===== config.mk =====
export PLATFORM = sky130hd
export DESIGN_NAME = div_seq_ctrl_flat
export DESIGN_NICKNAME = d
export VERILOG_FILES = /design/src/rtl/div_ctrl_pkg.sv /design/src/rtl/div_seq_ctrl_if.sv /design/src/rtl/div_iter_cnt.sv /design/src/rtl/div_seq_ctrl.sv /design/src/flat_wrapper.sv
export SDC_FILE = /design/constraint.sdc
export NUM_CORES = 1
export LEC_CHECK = 0
export CORE_AREA = 2 2 42 44
export CTS_CLUSTER_SIZE = 30
export DETAILED_ROUTE_END_ITERATION = 8
export DIE_AREA = 0 0 44 46
export PLACE_DENSITY = 0.65
export SYNTH_ARGS = -nofsm -noshare
export SYNTH_HDL_FRONTEND = slang
export SYNTH_SLANG_ARGS = --single-unit
export TNS_END_PERCENT = 5

===== constraint.sdc =====
create_clock -name clk -period 1.5 [get_ports clk]
set_input_delay 0.225 -clock clk [delete_from_list [all_inputs] [get_ports clk]]
set_output_delay 0.225 -clock clk [all_outputs]
set_load 0.03 [all_outputs]

===== src/rtl/div_ctrl_pkg.sv =====
// Shared types and parameter limits for the iterative-divider sequencer.
package div_ctrl_pkg;

    localparam int unsigned LAT_DEF   = 8;
    localparam int unsigned LAT_MIN   = 2;
    localparam int unsigned LAT_MAX   = 255;
    localparam int unsigned TAG_W_DEF = 2;

    typedef enum logic [1:0] {
        IDLE = 2'd0,
        RUN  = 2'd1,
        DONE = 2'd2
    } state_t;

endpackage


===== src/rtl/div_seq_ctrl_if.sv =====
// Request/step/completion bundle between a requester (master) and div_seq_ctrl (slave).
interface div_seq_ctrl_if
    import div_ctrl_pkg::*;
#(
    parameter int unsigned TAG_W = TAG_W_DEF,
    parameter int unsigned CNT_W = $clog2(LAT_DEF)
);

    logic             start;
    logic [TAG_W-1:0] start_tag;
    logic             abort;
    logic             step_en;
    logic [CNT_W-1:0] step_idx;
    logic             first;
    logic             out_valid;
    logic [TAG_W-1:0] out_tag;
    logic             busy;
    logic             overrun;

    modport master (
        output start, start_tag, abort,
        input  step_en, step_idx, first, out_valid, out_tag, busy, overrun
    );

    modport slave (
        input  start, start_tag, abort,
        output step_en, step_idx, first, out_valid, out_tag, busy, overrun
    );

endinterface


===== src/rtl/div_iter_cnt.sv =====
// Iteration counter: counts 0..LAT-1 while enabled, flags the last iteration.
module div_iter_cnt
    import div_ctrl_pkg::*;
#(
    parameter int unsigned LAT = LAT_DEF
) (
    input  logic                     clk,
    input  logic                     rst,
    input  logic                     clr,
    input  logic                     en,
    output logic [$clog2(LAT)-1:0]   cnt,
    output logic                     tc
);

    localparam int unsigned CNT_W = $clog2(LAT);

    // clear wins over enable so a wrap at LAT-1 never depends on power-of-two sizing
    always_ff @(posedge clk or posedge rst) begin
        if (rst) begin
            cnt <= '0;
        end else if (clr) begin
            cnt <= '0;
        end else if (en) begin
            cnt <= cnt + CNT_W'(1);
        end
    end

    assign tc = (cnt == CNT_W'(LAT - 1));

endmodule


===== src/rtl/div_seq_ctrl.sv =====
// Sequencer for multi-cycle iterative dividers: start -> LAT steps -> tagged completion.
// Define DIV_SEQ_CTRL_PEND_EN to build the one-deep pending request slot.
module div_seq_ctrl
    import div_ctrl_pkg::*;
#(
    parameter int unsigned LAT   = LAT_DEF,
    parameter int unsigned TAG_W = TAG_W_DEF
) (
    input  logic           clk,
    input  logic           rst,
    div_seq_ctrl_if.slave  bus
);

    localparam int unsigned CNT_W = $clog2(LAT);

    if ((LAT < LAT_MIN) || (LAT > LAT_MAX)) begin : g_lat_range
        $error("div_seq_ctrl: LAT outside supported range");
    end

    state_t             state;
    state_t             state_n;
    logic [TAG_W-1:0]   cur_tag;
    logic [TAG_W-1:0]   cur_tag_n;
    logic [TAG_W-1:0]   out_tag_q;
    logic [TAG_W-1:0]   out_tag_n;
    logic               overrun_q;
    logic               overrun_n;
`ifdef DIV_SEQ_CTRL_PEND_EN
    logic               pend_full;
    logic               pend_full_n;
    logic [TAG_W-1:0]   pend_tag;
    logic [TAG_W-1:0]   pend_tag_n;
`endif

    logic [CNT_W-1:0]   cnt;
    logic               cnt_tc;
    logic               cnt_clr_c;
    logic               cnt_en_c;
    logic               step_en_c;
    logic [CNT_W-1:0]   step_idx_c;
    logic               first_c;
    logic               out_valid_c;
    logic               busy_c;

    div_iter_cnt #(.LAT(LAT)) u_iter_cnt (
        .clk (clk),
        .rst (rst),
        .clr (cnt_clr_c),
        .en  (cnt_en_c),
        .cnt (cnt),
        .tc  (cnt_tc)
    );

    // state register
    always_ff @(posedge clk or posedge rst) begin
        if (rst) begin
            state <= IDLE;
        end else begin
            state <= state_n;
        end
    end

    // tag, completion and pending registers
    always_ff @(posedge clk or posedge rst) begin
        if (rst) begin
            cur_tag   <= '0;
            out_tag_q <= '0;
            overrun_q <= 1'b0;
`ifdef DIV_SEQ_CTRL_PEND_EN
            pend_full <= 1'b0;
            pend_tag  <= '0;
`endif
        end else begin
            cur_tag   <= cur_tag_n;
            out_tag_q <= out_tag_n;
            overrun_q <= overrun_n;
`ifdef DIV_SEQ_CTRL_PEND_EN
            pend_full <= pend_full_n;
            pend_tag  <= pend_tag_n;
`endif
        end
    end

    // next-state and next-register values
    always_comb begin
        state_n   = state;
        cur_tag_n = cur_tag;
        out_tag_n = out_tag_q;
        overrun_n = overrun_q;
`ifdef DIV_SEQ_CTRL_PEND_EN
        pend_full_n = pend_full;
        pend_tag_n  = pend_tag;
`endif
        unique case (state)
            IDLE: begin
                if (bus.start) begin
                    state_n   = RUN;
                    cur_tag_n = bus.start_tag;
                end
            end
            RUN: begin
                if (cnt_tc) begin
                    state_n   = DONE;
                    out_tag_n = cur_tag;
                end
                if (bus.start) begin
`ifdef DIV_SEQ_CTRL_PEND_EN
                    if (!pend_full) begin
                        pend_full_n = 1'b1;
                        pend_tag_n  = bus.start_tag;
                    end else begin
                        overrun_n = 1'b1;
                    end
`else
                    overrun_n = 1'b1;
`endif
                end
            end
            DONE: begin
`ifdef DIV_SEQ_CTRL_PEND_EN
                // slot is dequeued this cycle, so a new start can refill it
                if (pend_full) begin
                    state_n     = RUN;
                    cur_tag_n   = pend_tag;
                    pend_full_n = 1'b0;
                    if (bus.start) begin
                        pend_full_n = 1'b1;
                        pend_tag_n  = bus.start_tag;
                    end
                end else if (bus.start) begin
                    state_n   = RUN;
                    cur_tag_n = bus.start_tag;
                end else begin
                    state_n = IDLE;
                end
`else
                if (bus.start) begin
                    state_n   = RUN;
                    cur_tag_n = bus.start_tag;
                end else begin
                    state_n = IDLE;
                end
`endif
            end
            default: begin
                state_n = IDLE;
            end
        endcase

        // abort discards running and queued work; out_tag keeps its last completion
        if (bus.abort) begin
            state_n   = IDLE;
            out_tag_n = out_tag_q;
            overrun_n = 1'b0;
`ifdef DIV_SEQ_CTRL_PEND_EN
            pend_full_n = 1'b0;
`endif
        end
    end

    // output decode from registered state only
    always_comb begin
        step_en_c   = (state == RUN);
        step_idx_c  = step_en_c ? cnt : '0;
        first_c     = step_en_c && (cnt == '0);
        out_valid_c = (state == DONE);
        cnt_en_c    = step_en_c;
        cnt_clr_c   = bus.abort || (step_en_c && cnt_tc);
`ifdef DIV_SEQ_CTRL_PEND_EN
        busy_c      = (state != IDLE) || pend_full;
`else
        busy_c      = (state != IDLE);
`endif
    end

    assign bus.step_en   = step_en_c;
    assign bus.step_idx  = step_idx_c;
    assign bus.first     = first_c;
    assign bus.out_valid = out_valid_c;
    assign bus.out_tag   = out_tag_q;
    assign bus.busy      = busy_c;
    assign bus.overrun   = overrun_q;

endmodule


===== src/flat_wrapper.sv =====
// flat-port wrapper written by rule: the top's interface ports become plain ports
module div_seq_ctrl_flat import div_ctrl_pkg::*;
#(
    parameter int unsigned LAT   = LAT_DEF,
    parameter int unsigned TAG_W = TAG_W_DEF
)
  (clk, rst, bus_start, bus_start_tag, bus_abort, bus_step_en, bus_step_idx, bus_first, bus_out_valid, bus_out_tag, bus_busy, bus_overrun);
  div_seq_ctrl_if #(.TAG_W(TAG_W), .CNT_W($clog2((8)))) bus_i ();
  input  logic clk;
  input  logic rst;
  input wire logic [$bits(bus_i.start)-1:0] bus_start;
  input wire logic [$bits(bus_i.start_tag)-1:0] bus_start_tag;
  input wire logic [$bits(bus_i.abort)-1:0] bus_abort;
  output wire logic [$bits(bus_i.step_en)-1:0] bus_step_en;
  output wire logic [$bits(bus_i.step_idx)-1:0] bus_step_idx;
  output wire logic [$bits(bus_i.first)-1:0] bus_first;
  output wire logic [$bits(bus_i.out_valid)-1:0] bus_out_valid;
  output wire logic [$bits(bus_i.out_tag)-1:0] bus_out_tag;
  output wire logic [$bits(bus_i.busy)-1:0] bus_busy;
  output wire logic [$bits(bus_i.overrun)-1:0] bus_overrun;
  assign bus_i.start = bus_start;
  assign bus_i.start_tag = bus_start_tag;
  assign bus_i.abort = bus_abort;
  assign bus_step_en = bus_i.step_en;
  assign bus_step_idx = bus_i.step_idx;
  assign bus_first = bus_i.first;
  assign bus_out_valid = bus_i.out_valid;
  assign bus_out_tag = bus_i.out_tag;
  assign bus_busy = bus_i.busy;
  assign bus_overrun = bus_i.overrun;
  div_seq_ctrl #(.LAT(LAT), .TAG_W(TAG_W)) u_core (.clk(clk), .rst(rst), .bus(bus_i));
endmodule

==> run summary, run 1 <==
status = completed
PwrDens = 769.4 mW/mm²
synth top area cells = dfrtp_1, ha_1, mux2_2, a21oi_1, inv_1
clk sink count = 10
Tmin final = 1.484 ns
critical path endpoint category = primary output
Power, Total = 0.6199 mW
final cell count without fillers = 92
Worst Max-Slew Pin Slew = 0.3692 ns
GRT Total Usage = 0.1017
H-tree depth = 1
Hold Fails Final Rpt = 0
DIE AREA = 0.002024 mm²
Levels on crit path = 5
DP HPWL = 737.7 µm
commonest cells in the synthesized netlist = dfrtp_1, a21oi_1, inv_1
ys async rst share = 1.000
Routed WL per cell = 10.79 µm
Max Transition Viols Final = 0
initial drt markers = 5
Nets = 87
global-route wire length before repair = 1511 µm
die width = 44 µm
hold_buf cts = 0
unrepaired setup endpoints after global routing = yes
I/O Buffers = 15
worst-case clock buffer depth = 2
Mapped Nets = 57
critical path fanouts, max = 3
Fill cells = 156
Cell Rows = 15
clk slew on worst S/H paths = 0.06 ns
Top FF cell, synth = dfrtp_1
Leak = 0.4269 nW
WS Path Type = flip-flop to primary output
cell taking the most area after synthesis = dfrtp_1
Req. time, crit path = 1.27 ns
max capacitance violation total = 0
die height = 46 µm
FMAX = 673.8 MHz
DRT antenna net count = 0
most common cell in the netlist = dfrtp_1
Vias = 428
IO Count = 16
Setup crit start kind = flip-flop
Placer Congestion = 0.7226
gr ovfl total = 0
Worst path max stage delay = 0.39 ns
Area growth syn-to-layout = 57.84%
WP data arrival = 1.26 ns
share of cells above drive strength 1 = 0.4267
CTS Buf Count = 3
Cell Area, Synth = 510.5 µm²
Max-slew headroom = 0.7536
Mean Syn Cell Area = 10.86 µm²
Clock Latency Late Sink = 0.25 ns
Worst path slowest cell = dfrtp_1
final setup fails = 0
initial antenna violation count = 0
number of global-route vias before repair = 352
#FFs+latches synth = 10
dpl cell area = 708.2 µm²
largest net degree at the start of global routing = 11
Via density = 4.652
HP Class = input port to asynchronous set/reset pin
sequential element share of the synthesized area = 0.4902
Worst VDD drop = 451.0 µV
Root Driver = clkbuf_4
placed cells = 84
final WL = 993 µm
cells on worst reg2reg path = 4
DRT Pass-1 Iters = 4
Final Skew = 0.0009524 ns
Mapped Cells = 47
TritonCTS clock tree = yes
Buf/Inv on CP = 3
starting density of the core = 0.3163
Core ar. = 0.001614 mm²
post-synth cell types = 17
critical path, cell by cell = buf_6 -> inv_2 -> ha_1 -> nor3b_2 -> buf_4
design area = 805.8 µm²
drt drc = 0
Yosys top cell area share = 0.4902
synth warn = 0
CP top delay family = flip-flops
antenna diode count = 0
EDFF count, synth = 0
Final Cycle Share = 0.9894
final cells by class:
type | count | area, µm² | share of cell area
Multi-Input combinational cell | 31 | 257.7 | 0.3199
Sequential cell | 10 | 250.2 | 0.3106
Timing Repair Buffer | 26 | 235.2 | 0.2919
Clock buffer | 3 | 22.52 | 0.02795
Tap cell | 17 | 21.27 | 0.02640
Inverter | 5 | 18.77 | 0.02329
per-layer routing:
metal | up-vias | part of all wire | track usage
met1 | 197 | 0.43 | 0.1299
met5 | - | 0 | 0
met3 | 2 | 0.070 | 0.02381
met4 | 0 | 0.0060 | 0.03636
met2 | 17 | 0.49 | 0.1676
li1 | 212 | - | -
flip-flops by register name, summed over array words and instances (netlist names):
name                   cells
u_core.bus.out_tag         2
u_core.bus.overrun         1
u_core.cur_tag             2
u_core.state               2
u_core.u_iter_cnt.cnt      3
final timing paths:
kind                                                       from                              endpoint  slack (ns)
setup / recovery           u_core.u_iter_cnt.cnt[0]$_DFFE_PP0P_                             bus_first        0.02
hold / removal                                              rst  u_core.u_iter_cnt.cnt[1]$_DFFE_PP0P_        0.24
setup reg to reg           u_core.u_iter_cnt.cnt[0]$_DFFE_PP0P_     u_core.bus.out_tag[1]$_DFFE_PP0P_        0.08
hold reg to reg               u_core.bus.out_tag[0]$_DFFE_PP0P_     u_core.bus.out_tag[0]$_DFFE_PP0P_        0.51
max in group asynchronous                                   rst     u_core.bus.out_tag[1]$_DFFE_PP0P_        0.99
min in group clk              u_core.bus.out_tag[0]$_DFFE_PP0P_     u_core.bus.out_tag[0]$_DFFE_PP0P_        0.51
cells by family (layout without fill, tap and decap cells):
logic type | count (synthesis) | count (layout) | share of synthesized area
mux | 4 | 4 | 0.08823
fa+ha+maj | 4 | 4 | 0.09804
compound gates | 5 | 5 | 0.04901
flops | 10 | 10 | 0.4902
simple gates | 18 | 18 | 0.2157
buf+inv | 6 | 34 | 0.05883
cells in the final DEF, fill, tap and decap left out, types with 3 or more instances in the layout:
cell,n
dfrtp_1,10
buf_4,13
mux2_2,4
a21oi_1,5
clkdlybuf4s50_1,5
nand2_1,3
clkbuf_4,3
buf_6,3
nor2_1,4
inv_1,3
where the power goes:
| part | switching [mW] | internal (mW) | total [mW] | leakage [nW] |
|---|---|---|---|---|
| clock network | 0.0825 | 0.0923 | 0.175 | 0.0138 |
| registers | 0.00925 | 0.286 | 0.295 | 0.133 |
| logic | 0.0698 | 0.0805 | 0.150 | 0.280 |
| total | 0.162 | 0.458 | 0.620 | 0.427 |
metrics by stage:
stage          setup WS (ns)  hold WS [ns]   TNS, ns    util
2_1_floorplan        0.02241       0.06518         0       -
4_1_cts             -0.01414        0.2586  -0.02595  0.4612
6_report             0.01595        0.2416         0  0.4992
5_1_grt             -0.04251        0.2897  -0.04943  0.4992
3_5_place_dp         0.02840        0.4959         0  0.4388
3_3_place_gp         0.04225        0.4845         0  0.4388
timing repair:
item / in CTS / in global routing
endpoints found under the setup margin: 8 / 8
resized for setup: 10 / 7
pin swaps: 1 / 0
buffers inserted: 0 / 5
Power figures use the tool's default switching activity.
==> run 2: changes to the inputs <==
SETUP_SLACK_MARGIN = 0.15   (was unset)
==> run summary, run 2 (synthesized netlist as in run 1, its figures left out) <==
status = completed
dpl cell area = 708.2 µm²
R2R setup slack = 0.07 ns
max capacitance violation total = 0
Final Cycle Share = 0.9882
most frequent cells in the layout = buf_4, dfrtp_1, clkdlybuf4s50_1
Final Skew = 0.001085 ns
placed cells = 84
Setup crit start kind = flip-flop
largest net degree at the start of global routing = 11
Req. time, crit path = 1.27 ns
Root Driver = clkbuf_4
final cell count without fillers = 90
GRT Total Usage = 0.1025
initial antenna violation count = 0
Max Transition Viols Final = 0
DIE AREA = 0.002024 mm²
Area growth syn-to-layout = 56.86%
global-route wire length before repair = 1518 µm
Power, Total = 0.6248 mW
Placer Congestion = 0.7226
WP data arrival = 1.26 ns
Leak = 0.4266 nW
IO Count = 16
max layer used = met4
final WL = 1009 µm
H-tree depth = 1
I/O Buffers = 15
antenna diode count = 0
DRT antenna net count = 0
Vias = 412
CP top delay family = flip-flops
Reg with most FFs = u_core.u_iter_cnt.cnt
hold_buf cts = 0
design area = 800.8 µm²
unrepaired setup endpoints after global routing = yes
Core ar. = 0.001614 mm²
critical path, cell by cell = buf_6 -> inv_4 -> ha_1 -> nor3b_2 -> buf_4
share of cells above drive strength 1 = 0.4247
drt drc = 0
Buf/Inv on CP = 3
Max-slew headroom = 0.7533
commonest non-fill, non-tap cell in the layout = buf_4
Via density = 4.578
starting density of the core = 0.3163
gr ovfl total = 0
WS Path Type = flip-flop to primary output
met2 routed WL = 504 µm
Cell Rows = 15
routed wl met3 = 59 µm
M1 WL = 440 µm
Routed WL per cell = 11.21 µm
Worst path slowest cell = dfrtp_1
final core utilization = 0.4961
DRT Pass-1 Iters = 3
FMAX = 674.7 MHz
critical path endpoint category = primary output
Tmin final = 1.482 ns
final setup fails = 0
worst-case clock buffer depth = 2
CTS Buf Count = 3
die height = 46 µm
initial drt markers = 7
critical path fanouts, max = 3
Worst path max stage delay = 0.39 ns
clk sink count = 10
Clock Latency Late Sink = 0.25 ns
HP Class = input port to asynchronous set/reset pin
Largest register FFs = 3
number of global-route vias before repair = 354
clk slew on worst S/H paths = 0.06 ns
Worst VDD drop = 456.6 µV
Worst Max-Slew Pin Slew = 0.3696 ns
TritonCTS clock tree = yes
DP HPWL = 737.7 µm
PwrDens = 780.2 mW/mm²
total negative setup slack = 0 ns
Nets = 85
Hold Fails Final Rpt = 0
die width = 44 µm
[run 2: stage by stage]
| stage | hold slack, ns | worst slack, ns |
|---|---|---|
| 2_1_floorplan | 0.06518 | 0.02241 |
| 3_3_place_gp | 0.4845 | 0.04225 |
| 3_5_place_dp | 0.4959 | 0.02840 |
| 4_1_cts | 0.2586 | 0.004165 |
| 5_1_grt | 0.2897 | -0.03837 |
| 6_report | 0.2422 | 0.01777 |
[run 2: worst paths after layout]
| path | from | to | cells after the start |
|---|---|---|---|
| hold reg to reg | u_core.bus.out_tag[0]$_DFFE_PP0P_ | u_core.bus.out_tag[0]$_DFFE_PP0P_ | 1 |
| setup / recovery | u_core.u_iter_cnt.cnt[0]$_DFFE_PP0P_ | bus_first | 5 |
| setup reg to reg | u_core.u_iter_cnt.cnt[1]$_DFFE_PP0P_ | u_core.bus.out_tag[1]$_DFFE_PP0P_ | 4 |
| hold / removal | rst | u_core.u_iter_cnt.cnt[1]$_DFFE_PP0P_ | 2 |
| max in group asynchronous | rst | u_core.bus.out_tag[1]$_DFFE_PP0P_ | 2 |
| min in group clk | u_core.bus.out_tag[0]$_DFFE_PP0P_ | u_core.bus.out_tag[0]$_DFFE_PP0P_ | 1 |
[run 2: report_power, final]
part	switching, mW	total (mW)	internal, mW	leakage, nW
logic	0.0724	0.155	0.0826	0.280
clock network	0.0822	0.174	0.0922	0.0138
registers	0.00968	0.295	0.286	0.133
[run 2: worst register-to-register path: stages (launching register included)]
cell and delay, ns:
dfrtp_1 0.37, ha_2 0.23, ha_4 0.15, nor3b_4 0.22, mux2_2 0.35
[run 2: routing by layer]
| metal | global-route usage | up-vias |
|---|---|---|
| met3 | 0.02381 | 2 |
| met5 | 0 | - |
| li1 | - | 207 |
| met4 | 0.03636 | 0 |
| met2 | 0.1676 | 10 |
| met1 | 0.1324 | 193 |
[run 2: area by class of cell]
| cell class | count | area (µm²) |
|---|---|---|
| Clock buffer | 3 | 22.52 |
| Fill cell | 161 | 813.3 |
| Sequential cell | 10 | 250.2 |
| Tap cell | 17 | 21.27 |
| Inverter | 5 | 21.27 |
| Multi-Input combinational cell | 31 | 269.0 |
| Timing Repair Buffer | 24 | 216.5 |
[run 2: what timing repair did]
action	CTS	global route
endpoints found under the setup margin	13	14
gates cloned	0	0
pin swaps	0	1
resized for setup	11	16
buffers inserted	3	0
